===== config.mk =====
export PLATFORM = sky130hd
export DESIGN_NAME = sprite_anim_ctrl
export DESIGN_NICKNAME = d
export VERILOG_FILES = /design/src/rtl/sprite_pkg.sv /design/src/rtl/anim_counter.sv /design/src/rtl/sprite_anim_ctrl.sv
export SDC_FILE = /design/constraint.sdc
export NUM_CORES = 1
export LEC_CHECK = 0
export CORE_UTILIZATION = 55
export CTS_BUF_LIST = sky130_fd_sc_hd__clkbuf_16
export CTS_CLUSTER_SIZE = 16
export DETAILED_ROUTE_END_ITERATION = 8
export GPL_TIMING_DRIVEN = 0
export PLACE_DENSITY_LB_ADDON = 0.2
export SYNTH_ARGS = -nofsm -noshare
export SYNTH_HDL_FRONTEND = slang
export SYNTH_SLANG_ARGS = --single-unit

===== constraint.sdc =====
create_clock -name Clk -period 4.42 [get_ports Clk]
set_input_delay 0.663 -clock Clk [delete_from_list [all_inputs] [get_ports Clk]]
set_output_delay 0.663 -clock Clk [all_outputs]
set_load 0.02 [all_outputs]

===== src/rtl/sprite_pkg.sv =====
// -----------------------------------------------------------------------------
// sprite_pkg
// Shared definitions for the sprite animation controller:
//   - state_t        : controller states
//   - SPR_*          : 3-bit sprite codes presented on sprite_index
//   - sprite_code()  : state -> sprite code decode
//   - is_saturating(): states whose frame_index stops at the last frame
// -----------------------------------------------------------------------------
package sprite_pkg;

    typedef enum logic [2:0] {
        ST_STAND  = 3'd0,
        ST_PUNCH  = 3'd1,
        ST_JUMP   = 3'd2,
        ST_CROUCH = 3'd3,
        ST_LEFT   = 3'd4,
        ST_RIGHT  = 3'd5,
        ST_DEATH  = 3'd6
    } state_t;

    localparam logic [2:0] SPR_STAND  = 3'b000;
    localparam logic [2:0] SPR_PUNCH  = 3'b001;
    localparam logic [2:0] SPR_JUMP   = 3'b010;
    localparam logic [2:0] SPR_CROUCH = 3'b011;
    localparam logic [2:0] SPR_LEFT   = 3'b100;
    localparam logic [2:0] SPR_RIGHT  = 3'b101;
    localparam logic [2:0] SPR_DEATH  = 3'b110;

    function automatic logic [2:0] sprite_code(input state_t s);
        logic [2:0] code;
        code = SPR_STAND;
        case (s)
            ST_STAND:  code = SPR_STAND;
            ST_PUNCH:  code = SPR_PUNCH;
            ST_JUMP:   code = SPR_JUMP;
            ST_CROUCH: code = SPR_CROUCH;
            ST_LEFT:   code = SPR_LEFT;
            ST_RIGHT:  code = SPR_RIGHT;
            ST_DEATH:  code = SPR_DEATH;
            default:   code = SPR_STAND;
        endcase
        return code;
    endfunction

    // One-shot animations (punch, death) hold their last frame instead of looping.
    function automatic logic is_saturating(input state_t s);
        return (s == ST_PUNCH) || (s == ST_DEATH);
    endfunction

endpackage


===== src/rtl/anim_counter.sv =====
// -----------------------------------------------------------------------------
// anim_counter
// Tick and frame counter for one animation.  Counts ticks 0..TICKS_PER_FRAME-1
// and advances the frame index on wrap; the frame index either loops or holds
// at N_FRAMES-1 depending on i_saturate.
// Ports:
//   Clk           in   system clock
//   Reset         in   synchronous active-high reset
//   i_tick        in   advance enable (one video frame)
//   i_clear       in   restart animation at tick 0 / frame 0 (qualified by i_tick)
//   i_saturate    in   1: hold at last frame, 0: wrap to frame 0
//   o_frame_index out  current animation frame
// -----------------------------------------------------------------------------
module anim_counter #(
    parameter int N_FRAMES        = 4,
    parameter int TICKS_PER_FRAME = 8
) (
    input  logic                        Clk,
    input  logic                        Reset,
    input  logic                        i_tick,
    input  logic                        i_clear,
    input  logic                        i_saturate,
    output logic [$clog2(N_FRAMES)-1:0] o_frame_index
);

    localparam int TW = (TICKS_PER_FRAME > 1) ? $clog2(TICKS_PER_FRAME) : 1;
    localparam int FW = $clog2(N_FRAMES);
    localparam logic [TW-1:0] TICK_LAST  = TW'(TICKS_PER_FRAME - 1);
    localparam logic [FW-1:0] FRAME_LAST = FW'(N_FRAMES - 1);

    logic [TW-1:0] r_tick_cnt;
    logic [FW-1:0] r_frame_index;

    always_ff @(posedge Clk) begin
        if (Reset) begin
            r_tick_cnt    <= '0;
            r_frame_index <= '0;
        end else if (i_tick) begin
            if (i_clear) begin
                r_tick_cnt    <= '0;
                r_frame_index <= '0;
            end else if (r_tick_cnt == TICK_LAST) begin
                r_tick_cnt <= '0;
                if (r_frame_index == FRAME_LAST)
                    r_frame_index <= i_saturate ? FRAME_LAST : '0;
                else
                    r_frame_index <= r_frame_index + 1'b1;
            end else begin
                r_tick_cnt <= r_tick_cnt + 1'b1;
            end
        end
    end

    assign o_frame_index = r_frame_index;

endmodule


===== src/rtl/sprite_anim_ctrl.sv =====
// -----------------------------------------------------------------------------
// sprite_anim_ctrl
// Character animation state machine.  Action requests are evaluated once per
// video frame (frame_tick); sprite code, animation frame and punch hitbox
// enable are registered and update on the edge that ends a tick cycle.
// Ports:
//   Clk, Reset                       clock, synchronous active-high reset
//   frame_tick                       one-cycle pulse per video frame
//   punch/jump/crouch/left/right/death  level action requests
//   sprite_index [2:0]               sprite code of current state
//   frame_index                      current animation frame
//   punch_active                     high while punching
// Build option:
//   SPRITE_DEATH_LATCH_EN  defined -> DEATH is left only through Reset.
// -----------------------------------------------------------------------------
module sprite_anim_ctrl
    import sprite_pkg::*;
#(
    parameter int N_FRAMES        = 4,
    parameter int TICKS_PER_FRAME = 8,
    parameter int PUNCH_TICKS     = 12
) (
    input  logic                        Clk,
    input  logic                        Reset,
    input  logic                        frame_tick,
    input  logic                        punch,
    input  logic                        jump,
    input  logic                        crouch,
    input  logic                        left,
    input  logic                        right,
    input  logic                        death,
    output logic [2:0]                  sprite_index,
    output logic [$clog2(N_FRAMES)-1:0] frame_index,
    output logic                        punch_active
);

    localparam int PW = $clog2(PUNCH_TICKS + 1);
    // Loaded on entry; PUNCH exits on the tick that finds the counter at zero,
    // which gives exactly PUNCH_TICKS ticks spent in PUNCH.
    localparam logic [PW-1:0] PUNCH_LOAD = PW'(PUNCH_TICKS - 1);

    state_t        r_state;
    state_t        w_next_state;
    logic          r_prev_punch;
    logic [PW-1:0] r_punch_cnt;
    logic [2:0]    r_sprite_index;
    logic          r_punch_active;

    logic w_tick;
    logic w_punch_start;
    logic w_punch_hold;
    logic w_state_change;

    assign w_tick         = frame_tick & ~Reset;
    assign w_punch_start  = punch & ~r_prev_punch;
    assign w_punch_hold   = (r_state == ST_PUNCH) && (r_punch_cnt != '0);
    assign w_state_change = (w_next_state != r_state);

    always_comb begin
        w_next_state = ST_STAND;
        if (death)
            w_next_state = ST_DEATH;
`ifdef SPRITE_DEATH_LATCH_EN
        else if (r_state == ST_DEATH)
            w_next_state = ST_DEATH;
`endif
        else if (w_punch_hold)
            w_next_state = ST_PUNCH;
        // A start seen on the expiry tick of a punch is not a new punch.
        else if (w_punch_start && (r_state != ST_PUNCH))
            w_next_state = ST_PUNCH;
        else if (crouch)
            w_next_state = ST_CROUCH;
        else if (jump)
            w_next_state = ST_JUMP;
        else if (left && !right)
            w_next_state = ST_LEFT;
        else if (right && !left)
            w_next_state = ST_RIGHT;
        else
            w_next_state = ST_STAND;
    end

    always_ff @(posedge Clk) begin
        if (Reset) begin
            r_state        <= ST_STAND;
            r_prev_punch   <= 1'b0;
            r_punch_cnt    <= '0;
            r_sprite_index <= SPR_STAND;
            r_punch_active <= 1'b0;
        end else if (frame_tick) begin
            r_state        <= w_next_state;
            r_prev_punch   <= punch;
            r_sprite_index <= sprite_code(w_next_state);
            r_punch_active <= (w_next_state == ST_PUNCH);
            if (w_next_state != ST_PUNCH)
                r_punch_cnt <= '0;
            else if (r_state != ST_PUNCH)
                r_punch_cnt <= PUNCH_LOAD;
            else
                r_punch_cnt <= r_punch_cnt - 1'b1;  // nonzero here by construction
        end
    end

    anim_counter #(
        .N_FRAMES        (N_FRAMES),
        .TICKS_PER_FRAME (TICKS_PER_FRAME)
    ) u_anim_counter (
        .Clk           (Clk),
        .Reset         (Reset),
        .i_tick        (w_tick),
        .i_clear       (w_state_change),
        .i_saturate    (is_saturating(w_next_state)),
        .o_frame_index (frame_index)
    );

    assign sprite_index = r_sprite_index;
    assign punch_active = r_punch_active;

endmodule


==> results of run 1 <==
[per-stage QoR]
| step | hold slack, ns | area, um^2 |
|---|---|---|
| floorplan | 0.449 | 972 |
| finish | 0.448 | 1200 |
| CTS | 0.453 | 1200 |
| detailed placement | 0.442 | 1120 |
| global route | 0.485 | 1200 |
| global placement | 0.434 | 1120 |
[metal layers]
layer	GRT usage (%)	wire (um)	vias to the layer above
met5	0	0	-
met4	12.1	45	0
met3	6.12	120	7
met2	42.1	1090	34
met1	32.1	971	416
li1	-	-	441
[state kept, by name, indices dropped and copies added (netlist names)]
register,cells
sprite_index,3
u_anim_counter.o_frame_index,2
u_anim_counter.r_tick_cnt,3
r_punch_cnt,4
punch_active,1
r_prev_punch,1
r_state,3
[worst min path at each step]
stage	from	to	slack [ns]	depth (start not counted)
floorplan	u_anim_counter.r_tick_cnt[1]	u_anim_counter.r_tick_cnt[1]	0.45	2
global placement	sprite_index[2]	sprite_index[2]	0.43	1
detailed placement	sprite_index[2]	sprite_index[2]	0.44	1
CTS	sprite_index[2]	sprite_index[2]	0.45	1
global route	sprite_index[2]	sprite_index[2]	0.49	1
finish	sprite_index[2]	sprite_index[2]	0.45	1
[where the power goes]
group	internal, mW	total, mW	switching [mW]
Combinational	0.0290	0.0644	0.0353
Clock	0.120	0.177	0.0574
Sequential	0.160	0.166	0.00593
Total	0.309	0.408	0.0987
[worst max-delay path, delay by kind of cell]
| kind | cells | cell delay, ns |
|---|---|---|
| AND/OR/NAND/NOR | 3 | 0.94 |
| AO/OA/AOI/OAI | 3 | 0.61 |
| buffers and inverters | 1 | 0.44 |
[cells in the mapped netlist (2+ instances only)]
library cell  instances  area share [%]
a21oi_1              15             7.7
clkbuf_1              2            0.77
dfxtp_1              17              35
ha_1                  5             6.4
inv_1                 7             2.7
mux2i_1               4             4.1
nand2_1               5             1.9
nand2b_1              4             2.6
nand3_1               2             1.0
nand4_1               2             1.3
nor2_1               12             4.6
nor3_1                6             3.1
nor4b_1               2             1.8
o21a_1                4             3.1
o21ai_1               3             1.5
[cell type report]
type / count / area, um^2 / area share (%)
Buffer: 4 / 22.5 / 1.88
Clock buffer: 3 / 75.1 / 6.25
Multi-Input combinational cell: 85 / 583 / 48.5
Tap cell: 16 / 20.0 / 1.67
Timing Repair Buffer: 13 / 130 / 10.8
Clock inverter: 1 / 3.75 / 0.313
Sequential cell: 17 / 340 / 28.3
Inverter: 7 / 26.3 / 2.19
[logic make-up after synthesis]
| group | Yosys count |
|---|---|
| compound gates | 30 |
| xor+xnor | 1 |
| fa+ha+maj | 5 |
| buf+inv | 11 |
| flops | 17 |
| mux | 5 |
| simple gates | 44 |
==> qor.yml, run 1 <==
drt:
  num_vias: 898
  drcViolationCount: 0
  vias_per_cell: 6.15
  dr.first_iter.drc_count: 16
  routed_wl_mm: 2.23
  wl_per_cell_um: 15.2
  firstDrtPassIters: 4
  ant_nets: 0
global_route:
  grt_use_total_pct: 25.8
  grt_max_degree: 11
  antenna_found_initial: 0
  grt_overflow: 0
  grt_pass1_wl_mm: 3.73
  grt_pass1_vias: 845
placement:
  dp_hpwl_mm: 1.59
  dp.cells: 142
  place_ws_ns: 1.73
  finalWeightedCongestion: 0.812
  numPortBuffers: 13
clock_network:
  cts_tree: "done"
  cts.clk_slew.worst_paths_ns: 0.05
  ctsResizeCount: 0
  htreeDepth: 1
  hold_buffers: 0
  root_buffer: "clkbuf_16"
  clk_latency_ns: 0.25
  clock_sinks: 17
  cts_setup_buffers: 0
  clock_path_buffers: 2
  numCtsBuffers: 3
worst_setup_path:
  r2r_start: "r_punch_cnt[0]"
  max_stage_delay_ns: 0.49
  worst-r2r-cell-count: 8
  crit_path_max_fanout: 5
  ff2ff_setup_slack_ns: 2.09
  cp-startpoint: "crouch"
  crit_type: "in -> reg"
  path_cells: "clkdlybuf4s50_1 > or2_2 > a31oi_1 > a21oi_1 > nor4_2 > a32o_1 > nor2b_2"
  worst_ep_required_time_ns: 4.61
  end_kind: "register"
  crit_arrival_ns: 2.65
  r2r_end: "u_anim_counter.r_tick_cnt[0]"
  endpoint: "u_anim_counter.r_tick_cnt[0]"
  worstSetupStartpointType: "primary input"
  slowest_stage: "nor4_2"
sta:
  fmax_mhz: 406
  fin_crit_sh_pct: 55.8
  tns_ns: 0
  hold_violations: 0
  skew_ns: 0.00175
  layout_setup_ws_ns: 1.95
  rsz0062_at_grt: "false"
  period_needed_ns: 2.47
  finalMaxSlewViolations: 0
  worstMarginPinSlew_ns: 0.514
  setup_viol_count_final: 0
  maxSlewHeadroom_pct: 65.5
hold_path:
  holdCritPathClass: "reg -> reg"
cells_and_area:
  area_delta_synth_final_pct: 23.6
  final_cell_mix: "dfxtp_1 (17), a21oi_1 (15), clkdlybuf4s50_1 (13), nor2_1 (12), inv_1 (8)"
  fin_nets: 145
  finalNonFillerCells: 146
  layout_commonest_cell: "dfxtp_1"
  num_antenna_cells: 0
  utilization_pct: 76.2
  n_fill_cell: 120
  drive_above_1_share_pct: 9.23
synth:
  syn_inst: 113
  synth_edf_count: 0
  synth-seq-cells: 17
  synth_nets: 127
  ys_async_sr_fraction_pct: 0
  yosysWarningCount: 0
  synth_top_family_by_area: "simple AND/OR/NAND/NOR gates"
  synthMuxAreaShare_pct: 5.66
  ys_seq_area_share_pct: 35.0
  synthFlopType: "dfxtp_1"
  syn_area_um2: 972
  synth_simple_gate_area_share_pct: 26.0
  synthAdderAreaFrac_pct: 6.44
  synth_xor_area_share_pct: 1.67
  synth_compound_area_share_pct: 20.2
  synth.distinct_cells: 38
  avgSynthCellArea_um2: 8.60
run_status:
  status: "finished, final reports clean"
die:
  io_pins: 15
  die-area_um2: 1940
  die_height_um: 44.0
  initial_utilization_pct: 61.7
  die_w_um: 44.0
  core_um2: 1580
  rows: 14
run:
  cap_violations: 0
power:
  ir_drop_mv: 0.249
  powerDensity_nw_per_um2: 340
  leakagePower_nw: 0.484
  power_mw: 0.408
No activity file was read; power rests on OpenSTA's default activity.
==> run 2: changes to the inputs <==
Settings changed: CORE_UTILIZATION 55 to 47.
Clock period 4.42 ns to 2.1 ns, I/O delays scaled along.
==> qor.yml, run 2 (same netlist as run 1, synthesis figures left out) <==
drt:
  firstDrtPassIters: 3
  vias_per_cell: 5.54
  ant_nets: 0
  wl_per_cell_um: 14.0
  drcViolationCount: 0
  num_vias: 886
  dr.first_iter.drc_count: 9
  routed_wl_mm: 2.24
worst_setup_path:
  max_stage_delay_ns: 0.45
  cp_num_buf_inv: 0
  slowest_stage: "or3b_4"
  end_kind: "register"
  crit_type: "reg -> reg"
  worst_ep_required_time_ns: 2.24
  path_cells: "or3b_4 > mux2_4 > a211oi_4 > nor4_4 > a32o_1 > nor2b_2"
  crit_arrival_ns: 2.20
  worstSetupStartpointType: "register"
  crit_family: "simple AND/OR/NAND/NOR gates"
  crit_path_max_fanout: 7
clock_network:
  clk_latency_ns: 0.25
  clock_sinks: 17
  hold_buffers: 0
  cts.clk_slew.worst_paths_ns: 0.05
  root_buffer: "clkbuf_16"
  htreeDepth: 1
  cts_tree: "done"
  numCtsBuffers: 3
  clock_path_buffers: 2
cells_and_area:
  num_antenna_cells: 0
  layout_commonest_cell: "a21oi_1"
  fin_nets: 148
  utilization_pct: 67.1
  largest_reg_flops: 4
  area_delta_synth_final_pct: 35.4
  final_cell_mix: "a21oi_1 (15), clkdlybuf4s50_1 (13), dfxtp_1 (13), nor2_1 (12), inv_1 (7)"
  regMostFlops: "r_punch_cnt"
  drive_above_1_share_pct: 19.5
sta:
  layout_setup_ws_ns: 0.0382
  worstMarginPinSlew_ns: 0.577
  setup_viol_count_final: 0
  finalMaxSlewViolations: 0
  skew_ns: 0.00232
  period_needed_ns: 2.06
  tns_ns: 0
  hold_violations: 0
  fmax_mhz: 485
  rsz0062_at_grt: "true"
  fin_crit_sh_pct: 98.2
  maxSlewHeadroom_pct: 61.6
global_route:
  grt_use_total_pct: 22.4
  antenna_found_initial: 0
  grt_max_degree: 11
  grt_pass1_wl_mm: 3.46
  grt_pass1_vias: 794
  grt_overflow: 0
run:
  cap_violations: 0
power:
  powerDensity_nw_per_um2: 678
  power_mw: 0.893
  leakagePower_nw: 0.512
  ir_drop_mv: 0.434
die:
  die_height_um: 47.5
  rows: 16
  io_pins: 15
  die_w_um: 47.5
  core_um2: 1960
  initial_utilization_pct: 49.6
  die-area_um2: 2250
placement:
  dp_hpwl_mm: 1.52
  finalWeightedCongestion: 0.805
  place_ws_ns: -0.272
  numPortBuffers: 13
hold_path:
  holdCritPathClass: "reg -> reg"
run_status:
  status: "finished, final reports clean"
[run 2: per-layer routing]
metal	vias to the layer above	wire length [um]	track usage, %
li1	444	-	-
met5	-	0	0
met4	0	44	10.3
met2	15	1040	39.2
met3	5	77	3.40
met1	422	1090	27.0
[run 2: where the power goes]
group	leakage (nW)	internal, mW	switching, mW
clock	0.0423	0.253	0.128
sequential	0.141	0.336	0.0109
combinational	0.329	0.0777	0.0867
[run 2: worst min-delay path, cell delays in order (launching register included)]
cell and delay (ns):
dfxtp_1 0.30, nand2_1 0.06, a21oi_1 0.06
[run 2: area by class of cell]
cell class                      instances  area [um^2]
Multi-Input combinational cell         85          653
Fill cell                             183          646
Sequential cell                        17          353
Timing Repair Buffer                   17          160
Clock buffer                            3         75.1
Tap cell                               27         33.8
Inverter                                7         26.3
Buffer                                  3         11.3
Clock inverter                          1         3.75
[run 2: worst paths after layout]
kind                                    from                           end  slack, ns  depth (start not counted)
worst min register to register  punch_active                  punch_active       0.46                          2
worst max register to register    r_state[2]  u_anim_counter.r_tick_cnt[0]       0.04                          6
worst max-delay path              r_state[2]  u_anim_counter.r_tick_cnt[0]       0.04                          6
worst min-delay path            punch_active                  punch_active       0.46                          2
[run 2: stage by stage]
stage	hold WS [ns]	cell area [um^2]	cells
global placement	0.439	1140	153
finish	0.463	1320	160
global route	0.478	1320	160
detailed placement	0.448	1140	153
floorplan	0.381	972	113
CTS	0.464	1240	157
[run 2: repair_timing]
item | CTS | global route
gates cloned | 0 | 0
setup endpoints to repair | 7 | 7
pin swaps | 0 | 7
gates resized for setup | 4 | 15
setup buffers | 0 | 4
